File: src/rtl/switch_conditioner.sv
// Board switch conditioner: two-flop synchroniser, per-bit debounce and rise/fall pulses.
// Define SWITCH_ACTIVE_LOW_EN for switches wired to ground (pin low reads as 1).
module switch_conditioner #(
    parameter int WIDTH           = 4,
    parameter int DEBOUNCE_CYCLES = 1_000_000
) (
    input  logic             clock,
    input  logic             n_reset,
    input  logic [WIDTH-1:0] raw_switch,
    output logic [WIDTH-1:0] switch,
    output logic [WIDTH-1:0] rise,
    output logic [WIDTH-1:0] fall
);

    localparam int CNT_W = (DEBOUNCE_CYCLES > 1) ? $clog2(DEBOUNCE_CYCLES) : 1;
    localparam logic [CNT_W-1:0] CNT_LAST = CNT_W'(DEBOUNCE_CYCLES - 1);

    typedef enum logic {
        STABLE  = 1'b0,
        PENDING = 1'b1
    } deb_state_e;

    logic [WIDTH-1:0] pin_lvl;
    logic [WIDTH-1:0] sync1_p0;
    logic [WIDTH-1:0] sync2_p1;
    logic [CNT_W-1:0] cnt_p2  [WIDTH];
    logic [CNT_W-1:0] cnt_nxt [WIDTH];
    logic [WIDTH-1:0] upd;
    deb_state_e       st;

`ifdef SWITCH_ACTIVE_LOW_EN
    assign pin_lvl = ~raw_switch;
`else
    assign pin_lvl = raw_switch;
`endif

    // Stage p2: per-bit debounce decision; PENDING is simply "synced level != output"
    always_comb begin
        upd = '0;
        st  = STABLE;
        for (int i = 0; i < WIDTH; i++) begin
            cnt_nxt[i] = '0;
            st = (sync2_p1[i] != switch[i]) ? PENDING : STABLE;
            case (st)
                STABLE: cnt_nxt[i] = '0;
                PENDING: begin
                    if (cnt_p2[i] == CNT_LAST) begin
                        upd[i]     = 1'b1;
                        cnt_nxt[i] = '0;
                    end else begin
                        cnt_nxt[i] = cnt_p2[i] + CNT_W'(1);
                    end
                end
                default: cnt_nxt[i] = '0;
            endcase
        end
    end

    // Stages p0/p1 synchronise; pulses register on the same edge that moves switch
    always_ff @(posedge clock or negedge n_reset) begin
        if (!n_reset) begin
            sync1_p0 <= '0;
            sync2_p1 <= '0;
            switch   <= '0;
            rise     <= '0;
            fall     <= '0;
            for (int i = 0; i < WIDTH; i++) begin
                cnt_p2[i] <= '0;
            end
        end else begin
            sync1_p0 <= pin_lvl;
            sync2_p1 <= sync1_p0;
            switch   <= switch ^ upd;
            rise     <= upd & sync2_p1;
            fall     <= upd & ~sync2_p1;
            for (int i = 0; i < WIDTH; i++) begin
                cnt_p2[i] <= cnt_nxt[i];
            end
        end
    end

endmodule

File: config.mk
export PLATFORM = sky130hd
export DESIGN_NAME = switch_conditioner
export DESIGN_NICKNAME = d
export VERILOG_FILES = /design/src/rtl/switch_conditioner.sv
export SDC_FILE = /design/constraint.sdc
export NUM_CORES = 1
export LEC_CHECK = 0
export ABC_AREA = 1
export BUFFER_PORTS_ARGS = -buffer_cell sky130_fd_sc_hd__buf_2
export CAP_MARGIN = 40
export CORE_MARGIN = 2
export CORE_UTILIZATION = 56
export DETAILED_ROUTE_END_ITERATION = 6
export GPL_ROUTABILITY_DRIVEN = 0
export GPL_TIMING_DRIVEN = 0
export PLACE_DENSITY = 0.85
export SYNTH_ARGS = -nofsm -noshare
export SYNTH_HDL_FRONTEND = slang
export SYNTH_SLANG_ARGS = --single-unit
File: constraint.sdc
create_clock -name clock -period 1.4 [get_ports clock]
set_input_delay 0 -clock clock [delete_from_list [all_inputs] [get_ports clock]]
set_output_delay 0 -clock clock [all_outputs]
set_load 0.005 [all_outputs]
==> results of run 1 <==
area by class of cell:
class / count / area, um^2 / share of cell area (%)
well taps: 111 / 139 / 2.25
clock inverters: 3 / 22.5 / 0.365
clock buffers: 13 / 149 / 2.41
inverters: 58 / 218 / 3.53
repair buffers: 42 / 312 / 5.05
flip-flops and latches: 100 / 2520 / 40.8
multi-input cells: 484 / 2790 / 45.3
plain buffers: 3 / 17.5 / 0.284
registers in the layout, indices dropped and copies added, names as in the netlist, named ones only:
register  flops
cnt_p2       80
fall          4
rise          4
sync1_p0      4
sync2_p1      4
cell usage in the layout (no fill, tap or decap), types with 2 or more instances in the layout:
master         netlist  layout
buf_4                0      19
nand2_4              2       5
nor3_4               1       2
nor2_2              11      27
inv_2                1       3
xor2_1              24      23
clkbuf_8             0      10
nor3b_1              3       3
nand2_8              0       2
nand4_1             14      14
inv_1               57      55
dfrtp_2              0      14
a21oi_1              9       9
nor3_2               2       5
ha_4                 0       4
clkbuf_1             1       3
o21ai_1              3       4
nand2_1            102      97
nor2_1             172     148
dfrtp_1            100      86
nor2_4               8      16
nand3_1             70      61
dlygate4sd3_1        0       5
xnor2_1             19      19
o21bai_1             2       2
nand3_2              5       9
nor3_1              13       9
o21ai_0              5       4
nand3_4              1       7
clkinvlp_4           0       3
buf_2                2      17
nand2_2              9       9
power groups by stage:
stage	clock, uW	sequential (uW)	combinational (uW)
floorplan	0	3010	103
global placement	0	3010	187
detailed placement	0	3010	204
CTS	1720	2960	233
global route	1840	2970	312
finish	1700	2970	274
metal layers:
metal	share of wire, %	global-route usage (%)	up-vias
met4	2.9	8.96	0
met5	0	0	-
met2	50	37.0	172
met3	5.2	3.13	38
met1	42	31.0	2177
li1	-	-	2160
repair_timing:
item,CTS,global route
gates resized for setup,14,80
endpoints found under the hold margin,39,0
pin swaps,5,23
setup endpoints to repair,49,80
setup buffers,5,14
cloned,0,1
hold buffers,5,0
through the flow:
step | power, uW | utilization [%] | hold WS, ns | cell area (um^2) | cells
after floorplan | 3110 | - | -0.296 | 5190 | 644
after global placement | 3200 | 59.4 | 0.108 | 5410 | 772
after detailed placement | 3220 | 59.8 | -0.0290 | 5440 | 773
after CTS | 4910 | 63.4 | 0.125 | 5770 | 799
after global routing | 5120 | 67.7 | 0.138 | 6170 | 814
final | 4940 | 67.7 | 0.106 | 6170 | 814
worst reg2reg max path, cell delays in order (launching register included):
cell     delay [ns]
dfrtp_1        0.41
ha_4           0.17
nand3_4        0.10
nor3_4         0.23
buf_4          0.16
xor2_1         0.15
nor2_1         0.06
worst paths after layout:
kind	startpoint	end	slack, ns	cells after the start
worst max-delay path	cnt_p2[61]$_DFF_PN0_	cnt_p2[68]$_DFF_PN0_	0.02	6
min in group clock	raw_switch[0]	sync1_p0[0]$_DFF_PN0_	0.28	2
worst min-delay path	n_reset	cnt_p2[32]$_DFF_PN0_	0.11	2
worst max register to register	cnt_p2[61]$_DFF_PN0_	cnt_p2[68]$_DFF_PN0_	0.02	6
worst min register to register	sync1_p0[2]$_DFF_PN0_	sync2_p1[2]$_DFF_PN0_	0.36	0
max in group asynchronous	n_reset	cnt_p2[48]$_DFF_PN0_	0.61	3
cells by family (layout without fill, tap and decap cells):
group | Yosys count | count (layout) | share of synthesized area (%)
AND/OR/NAND/NOR | 416 | 417 | 37.0
flip-flops | 100 | 100 | 48.2
buffers and inverters | 61 | 119 | 4.46
XOR/XNOR | 43 | 43 | 7.26
AO/OA/AOI/OAI | 20 | 20 | 2.05
adder cells (fa/ha/maj) | 4 | 4 | 0.965
==> results.sh, run 1 <==
export IMPL_status="completed"
export IMPL_crit_required_ns=1.66
export IMPL_grt_max_degree=71
export IMPL_setup_viol=0
export IMPL_root_buffer="clkbuf_8"
export IMPL_antenna_cells=0
export IMPL_route_detailed_drc=0
export IMPL_synth_top_area_cell="dfrtp_1"
export IMPL_ios=18
export IMPL_finalCriticalPeriod_ns=1.38
export IMPL_ir_drop_v=0.000790
export IMPL_netlist_area_leader_share_pct=48.2
export IMPL_slew_violations=0
export IMPL_drt_pre_antenna_iters=4
export IMPL_via_per_inst=5.59
export IMPL_cp_end_kind="register"
export IMPL_cp_arrival_ns=1.65
export IMPL_p_int_uw=3730
export IMPL_clock_path_buffers=2
export IMPL_hold_viol=0
export IMPL_pwr_share_seq_pct=60.1
export IMPL_grt_pass1_wl_um=18300
export IMPL_grt_pass1_vias=4085
export IMPL_dp_hpwl_um=7500
export IMPL_htree_levels=3
export IMPL_fin_nets=708
export IMPL_synth_area_per_cell_um2=8.06
export IMPL_initial_utilization_pct=57.0
export IMPL_numClockSinks=100
export IMPL_fmax_mhz=723
export IMPL_fin_ws_ns=0.0171
export IMPL_yosysWarnings=0
export IMPL_switchingPower_uw=1210
export IMPL_power_density_nw_per_um2=801
export IMPL_rsz0062_at_grt="true"
export IMPL_setup_tns_ns=0
export IMPL_syn_area_um2=5190
export IMPL_cpMaxStageDelayCell="dfrtp_1"
export IMPL_cellLeakagePower_uw=0.00251
export IMPL_yosys_top_cells_count="nor2_1, nand2_1, dfrtp_1"
export IMPL_yosysUniqueCellTypes=30
export IMPL_clkTransAtPathRegs_ns=0.10
export IMPL_netSwitchingFraction_pct=24.6
export IMPL_grtUsageTotal_pct=22.7
export IMPL_async_flop_share_pct=100
export IMPL_slew_limit_headroom_pct=71.8
export IMPL_die_w_um=100
export IMPL_synth_seq_cells=100
export IMPL_clock_latency_ns=0.37
export IMPL_post_route_period_util_pct=98.8
export IMPL_power_frac_clock_pct=34.4
export IMPL_syn_nets=654
export IMPL_path_delay_family="flip-flops"
export IMPL_worstHoldPathType="in -> async"
export IMPL_synth_edf_count=0
export IMPL_worstPathMaxFanout=4
export IMPL_drt_antenna_violating_nets=0
export IMPL_drtIter0Drc=360
export IMPL_pre_cts_ws_ns=-0.133
export IMPL_n_fill_cell=690
export IMPL_tightest_slew_ns=0.422
export IMPL_synth_most_common_cell="nor2_1"
export IMPL_synthCells=644
export IMPL_vias=4547
export IMPL_fin_skew_ns=0.0136
export IMPL_dieArea_um2=10100
export IMPL_worst_path_buf_inv=1
export IMPL_synth_top_cells_by_area="dfrtp_1, nor2_1, nand2_1"
export IMPL_cp_slowest_stage_delay_ns=0.41
export IMPL_drive_above_1_share_pct=22.5
export IMPL_crit_chain="ha_4 -> nand3_4 -> nor3_4 -> buf_4 -> xor2_1 -> nor2_1"
export IMPL_cts_buffers=9
export IMPL_cts_tree="yes"
export IMPL_ys_seq_area_share_pct=48.2
export IMPL_core_um2=9110
export IMPL_ys_flop_type="dfrtp_1"
export IMPL_cap_violations=0
export IMPL_start_kind="register"
export IMPL_routed_wl_um=11900
export IMPL_grt_overflow=0
export IMPL_area_delta_synth_final_pct=18.9
export IMPL_io_buffer_count=17
export IMPL_criticalPathCategory="reg -> reg"
export IMPL_combPwrFrac_pct=5.5
export IMPL_die_y_um=100
export IMPL_antenna_found_initial=0
export IMPL_rows=35
export IMPL_detail_route_wl_per_cell_um=14.6
Power figures use the tool's default switching activity.
==> inputs of run 2 (changes only) <==
CORE_UTILIZATION = 49   (was 56)
PLACE_DENSITY = 0.77   (was 0.85)
==> results.sh, run 2 (synthesis gave the netlist of run 1 again) <==
export IMPL_cp_slowest_stage_delay_ns=0.44
export IMPL_antenna_found_initial=0
export IMPL_routed_wl_um=11500
export IMPL_die_w_um=107
export IMPL_numClockSinks=100
export IMPL_cpMostUsedCell="nand2_1"
export IMPL_cts_buffers=9
export IMPL_slew_limit_headroom_pct=61.8
export IMPL_dieArea_um2=11400
export IMPL_timing_hold_ws_ns=0.178
export IMPL_final_util_pct=60.0
export IMPL_ir_drop_v=0.000723
export IMPL_netSwitchingFraction_pct=24.0
export IMPL_initial_utilization_pct=50.3
export IMPL_r2r_cells=8
export IMPL_slew_violations=0
export IMPL_switchingPower_uw=1210
export IMPL_start_kind="register"
export IMPL_clock_latency_ns=0.36
export IMPL_largest_register="cnt_p2"
export IMPL_cts_tree="yes"
export IMPL_grtUsageTotal_pct=20.1
export IMPL_fmax_mhz=731
export IMPL_via_per_inst=5.22
export IMPL_cpMaxStageDelayCell="dfrtp_1"
export IMPL_drt_antenna_violating_nets=0
export IMPL_grt_pass1_wl_um=18600
export IMPL_power_density_nw_per_um2=814
export IMPL_final_common_cell="nor2_1"
export IMPL_area_delta_synth_final_pct=19.3
export IMPL_cp_end_kind="register"
export IMPL_route_detailed_drc=0
export IMPL_fin_skew_ns=0.0120
export IMPL_grt_pass1_vias=4157
export IMPL_htree_levels=3
export IMPL_core_um2=10300
export IMPL_multi_input_area_um2=2780
export IMPL_grt_max_degree=58
export IMPL_die_y_um=107
export IMPL_criticalPathCategory="reg -> reg"
export IMPL_worstPathMaxFanout=4
export IMPL_power_frac_clock_pct=35.8
export IMPL_final_cell_mix="nor2_1, nand2_1, dfrtp_1"
export IMPL_n_fill_cell=822
export IMPL_antenna_cells=0
export IMPL_placedCellCount=798
export IMPL_worst_path_buf_inv=1
export IMPL_crit_chain="inv_1 -> nor2_2 -> nand2_2 -> nor2_4 -> nand2_1 -> nand2_1 -> nand2_1 -> nor2_1"
export IMPL_post_route_period_util_pct=97.7
export IMPL_root_buffer="clkbuf_8"
export IMPL_drive_above_1_share_pct=21.4
export IMPL_seqCellArea_um2=2520
export IMPL_setup_viol=0
export IMPL_power_uw=5040
export IMPL_clock_path_buffers=2
export IMPL_crit_required_ns=1.70
export IMPL_critPathCapture="cnt_p2[55]$_DFF_PN0_"
export IMPL_cap_violations=0
export IMPL_grt_overflow=0
export IMPL_dp_hpwl_um=7340
export IMPL_finalCriticalPeriod_ns=1.37
export IMPL_combPwrFrac_pct=5.2
export IMPL_tightest_slew_ns=0.573
export IMPL_r2r_slack_ns=0.03
export IMPL_r2r_start="cnt_p2[40]$_DFF_PN0_"
export IMPL_p_int_uw=3830
export IMPL_crit_start="cnt_p2[40]$_DFF_PN0_"
export IMPL_largest_register_ff_count=80
export IMPL_clkTransAtPathRegs_ns=0.10
export IMPL_ios=18
export IMPL_rsz0062_at_grt="true"
export IMPL_vias=4368
export IMPL_detail_route_wl_per_cell_um=13.7
export IMPL_drt_pre_antenna_iters=5
export IMPL_path_delay_family="simple AND/OR/NAND/NOR gates"
export IMPL_cp_arrival_ns=1.66
export IMPL_timing_rr_end="cnt_p2[55]$_DFF_PN0_"
export IMPL_cellLeakagePower_uw=0.00250
export IMPL_io_buffer_count=17
export IMPL_rows=37
export IMPL_instances_no_fill=837
export IMPL_worstHoldPathType="in -> async"
export IMPL_hold_viol=0
export IMPL_pwr_share_seq_pct=59.0
export IMPL_drtIter0Drc=260
export IMPL_status="completed"
export IMPL_fin_nets=706
export IMPL_path_depth=8
[run 2: cell types whose count changed in the layout (fill, tap and decap cells not counted), moves of 3 or more]
cell | previous run | this run
nand3_2 | 9 | 6
dfrtp_2 | 14 | 11
nand3_4 | 7 | 10
dfrtp_1 | 86 | 89
clkinvlp_4 | 3 | 0
clkbuf_1 | 3 | 0
[run 2: layer usage]
| layer | share of wire [%] | vias to the layer above | GRT usage, % | routed length (um) |
|---|---|---|---|---|
| met3 | 4.0 | 24 | 3.65 | 463 |
| met2 | 50 | 116 | 33.9 | 5720 |
| met1 | 44 | 2078 | 26.6 | 5070 |
| met4 | 2.0 | 0 | 5.57 | 229 |
| li1 | - | 2150 | - | - |
| met5 | 0 | - | 0 | 0 |
[run 2: metrics by stage]
stage	cell area, um^2	setup TNS [ns]	setup slack [ns]
CTS	5910	-0.00278	-0.00278
finish	6190	0	0.0327
floorplan	5190	0	0.0796
global placement	5440	-69.66	-0.680
global route	6190	-0.640	-0.0658
detailed placement	5470	-4.46	-0.134
[run 2: repair_timing]
| item | CTS | global route |
|---|---|---|
| setup buffers | 7 | 10 |
| hold buffers | 5 | 0 |
| gates resized for setup | 26 | 62 |
| hold endpoints to repair | 47 | 0 |
| cloned | 1 | 0 |
| setup endpoints to repair | 49 | 70 |
| pin swaps | 8 | 16 |
[run 2: power by group through the flow]
stage / Sequential, uW / Clock, uW / Combinational, uW
2_1_floorplan: 3010 / 0 / 103
3_3_place_gp: 3010 / 0 / 189
3_5_place_dp: 3010 / 0 / 204
4_1_cts: 2960 / 1860 / 236
5_1_grt: 2980 / 1960 / 297
6_report: 2970 / 1800 / 263
[run 2: how the worst min path moves through the flow]
stage / depth (start not counted) / to
finish: 2 / cnt_p2[28]$_DFF_PN0_
CTS: 2 / cnt_p2[30]$_DFF_PN0_
global route: 2 / cnt_p2[28]$_DFF_PN0_
floorplan: 0 / async pin
global placement: 1 / sync1_p0[1]$_DFF_PN0_
detailed placement: 1 / cnt_p2[28]$_DFF_PN0_
[run 2: worst register-to-register path: stages (launching register included)]
cell and delay [ns]:
dfrtp_1 0.44, inv_1 0.10, nor2_2 0.20, nand2_2 0.16, nor2_4 0.16, nand2_1 0.06, nand2_1 0.05, nand2_1 0.05
nor2_1 0.09
[run 2: layout make-up]
| class | count | share of cell area, % |
|---|---|---|
| multi-input cells | 484 | 44.9 |
| flip-flops and latches | 100 | 40.6 |
| repair buffers | 40 | 4.79 |
| inverters | 58 | 3.52 |
| well taps | 136 | 2.75 |
| clock buffers | 12 | 2.67 |
| clock inverters | 4 | 0.505 |
| plain buffers | 3 | 0.283 |
==> inputs of run 3 (changes only) <==
CORE_UTILIZATION = 41   (was 49)
PLACE_DENSITY = 0.68   (was 0.77)
==> results.sh, run 3 (synthesis gave the netlist of run 1 again) <==
export IMPL_status="completed"
export IMPL_power_uw=5840
export IMPL_pwr_share_seq_pct=50.9
export IMPL_core_um2=12500
export IMPL_vias=4373
export IMPL_drive_above_1_share_pct=21.3
export IMPL_slew_violations=0
export IMPL_die_y_um=116
export IMPL_criticalPathCategory="reg -> reg"
export IMPL_netSwitchingFraction_pct=21.5
export IMPL_post_route_period_util_pct=97.0
export IMPL_clkTransAtPathRegs_ns=0.07
export IMPL_drt_antenna_violating_nets=0
export IMPL_htree_levels=3
export IMPL_clock_path_buffers=2
export IMPL_root_buffer="clkbuf_16"
export IMPL_largest_register="cnt_p2"
export IMPL_largest_register_ff_count=80
export IMPL_rows=41
export IMPL_antenna_found_initial=0
export IMPL_worstPathMaxFanout=4
export IMPL_setup_viol=0
export IMPL_cp_arrival_ns=1.59
export IMPL_power_frac_clock_pct=44.6
export IMPL_grt_overflow=0
export IMPL_die_w_um=116
export IMPL_cap_violations=0
export IMPL_grt_pass1_vias=4216
export IMPL_fmax_mhz=736
export IMPL_ir_drop_v=0.00117
export IMPL_ios=18
export IMPL_fin_skew_ns=0.00670
export IMPL_final_cell_mix="nor2_1, nand2_1, dfrtp_1"
export IMPL_instances_no_fill=877
export IMPL_via_per_inst=4.99
export IMPL_n_fill_cell=1120
export IMPL_route_detailed_drc=0
export IMPL_combPwrFrac_pct=4.5
export IMPL_clock_latency_ns=0.35
export IMPL_seqCellArea_um2=2520
export IMPL_final_common_cell="nor2_1"
export IMPL_worstHoldPathType="in -> async"
export IMPL_place_area_um2=5520
export IMPL_detail_route_wl_per_cell_um=13.1
export IMPL_numClockSinks=100
export IMPL_io_buffer_count=17
export IMPL_rsz0062_at_grt="true"
export IMPL_area_delta_synth_final_pct=22.9
export IMPL_fin_nets=711
export IMPL_start_kind="register"
export IMPL_slew_limit_headroom_pct=71.6
export IMPL_cts_buffers=9
export IMPL_crit_required_ns=1.63
export IMPL_switchingPower_uw=1260
export IMPL_r2r_start="cnt_p2[20]$_DFF_PN0_"
export IMPL_placedCellCount=834
export IMPL_tightest_slew_ns=0.425
export IMPL_finalCriticalPeriod_ns=1.36
export IMPL_crit_start="cnt_p2[20]$_DFF_PN0_"
export IMPL_setup_tns_ns=0
export IMPL_design_area_um2=6380
export IMPL_routed_wl_um=11500
export IMPL_antenna_cells=0
export IMPL_initial_utilization_pct=41.6
export IMPL_grtUsageTotal_pct=17.9
export IMPL_grt_max_degree=70
export IMPL_dp_hpwl_um=7420
export IMPL_multi_input_area_um2=2770
export IMPL_hold_viol=0
export IMPL_grt_pass1_wl_um=19200
export IMPL_cellLeakagePower_uw=0.00258
export IMPL_cts_tree="yes"
export IMPL_p_int_uw=4580
export IMPL_drt_pre_antenna_iters=4
export IMPL_drtIter0Drc=313
export IMPL_cp_end_kind="register"
export IMPL_dieArea_um2=13600
export IMPL_power_density_nw_per_um2=915
## run 3: repair_timing
item,in CTS,in global routing
hold endpoints to repair,35,0
cloned,0,1
pin swaps,7,15
hold buffers,5,0
gates resized for setup,18,66
buffers inserted,7,15
endpoints found under the setup margin,50,78
## run 3: worst paths after layout
| path | to | slack [ns] | cells past startpoint |
|---|---|---|---|
| setup / recovery | cnt_p2[34]$_DFF_PN0_ | 0.04 | 7 |
| hold / removal | cnt_p2[31]$_DFF_PN0_ | 0.14 | 2 |
| setup reg to reg | cnt_p2[34]$_DFF_PN0_ | 0.04 | 7 |
| hold reg to reg | sync2_p1[2]$_DFF_PN0_ | 0.35 | 0 |
| max in group asynchronous | cnt_p2[53]$_DFF_PN0_ | 0.57 | 3 |
| min in group clock | sync1_p0[0]$_DFF_PN0_ | 0.29 | 2 |
## run 3: per-layer routing
layer	share of wire [%]	routed length, um	track usage, %
met5	0	0	0
met4	1.1	129	6.59
met3	4.5	515	4.51
met2	50	5720	29.5
met1	45	5110	23.0
## run 3: worst max-delay path, cell delays in order (launching register included)
cell	delay [ns]
dfrtp_1	0.41
ha_4	0.18
nand3_4	0.09
nor2_4	0.20
buf_4	0.15
nand4_1	0.07
nand3_1	0.10
nor2_1	0.04
## run 3: per-stage QoR
step | util, % | hold WS (ns) | worst slack (ns)
6_report | 51.2 | 0.136 | 0.0415
3_5_place_dp | 44.3 | -0.0237 | -0.147
5_1_grt | 51.2 | 0.177 | -0.0618
3_3_place_gp | 44.0 | 0.109 | -0.700
2_1_floorplan | - | -0.296 | 0.0796
4_1_cts | 48.3 | 0.151 | 0.000238
## run 3: final cells by class
cell class	instances	share of cell area (%)
Multi-Input combinational cell	484	43.4
Sequential cell	100	39.4
Timing Repair Buffer	45	5.24
Clock buffer	10	3.59
Inverter	58	3.41
Tap cell	172	3.37
Clock inverter	5	1.22
Buffer	3	0.275
## run 3: power by group through the flow
| stage | clock network (uW) | logic, uW | registers [uW] |
|---|---|---|---|
| detailed placement | 0 | 207 | 3010 |
| global route | 2800 | 300 | 2970 |
| global placement | 0 | 191 | 3010 |
| CTS | 2680 | 234 | 2960 |
| floorplan | 0 | 103 | 3010 |
| finish | 2600 | 263 | 2970 |
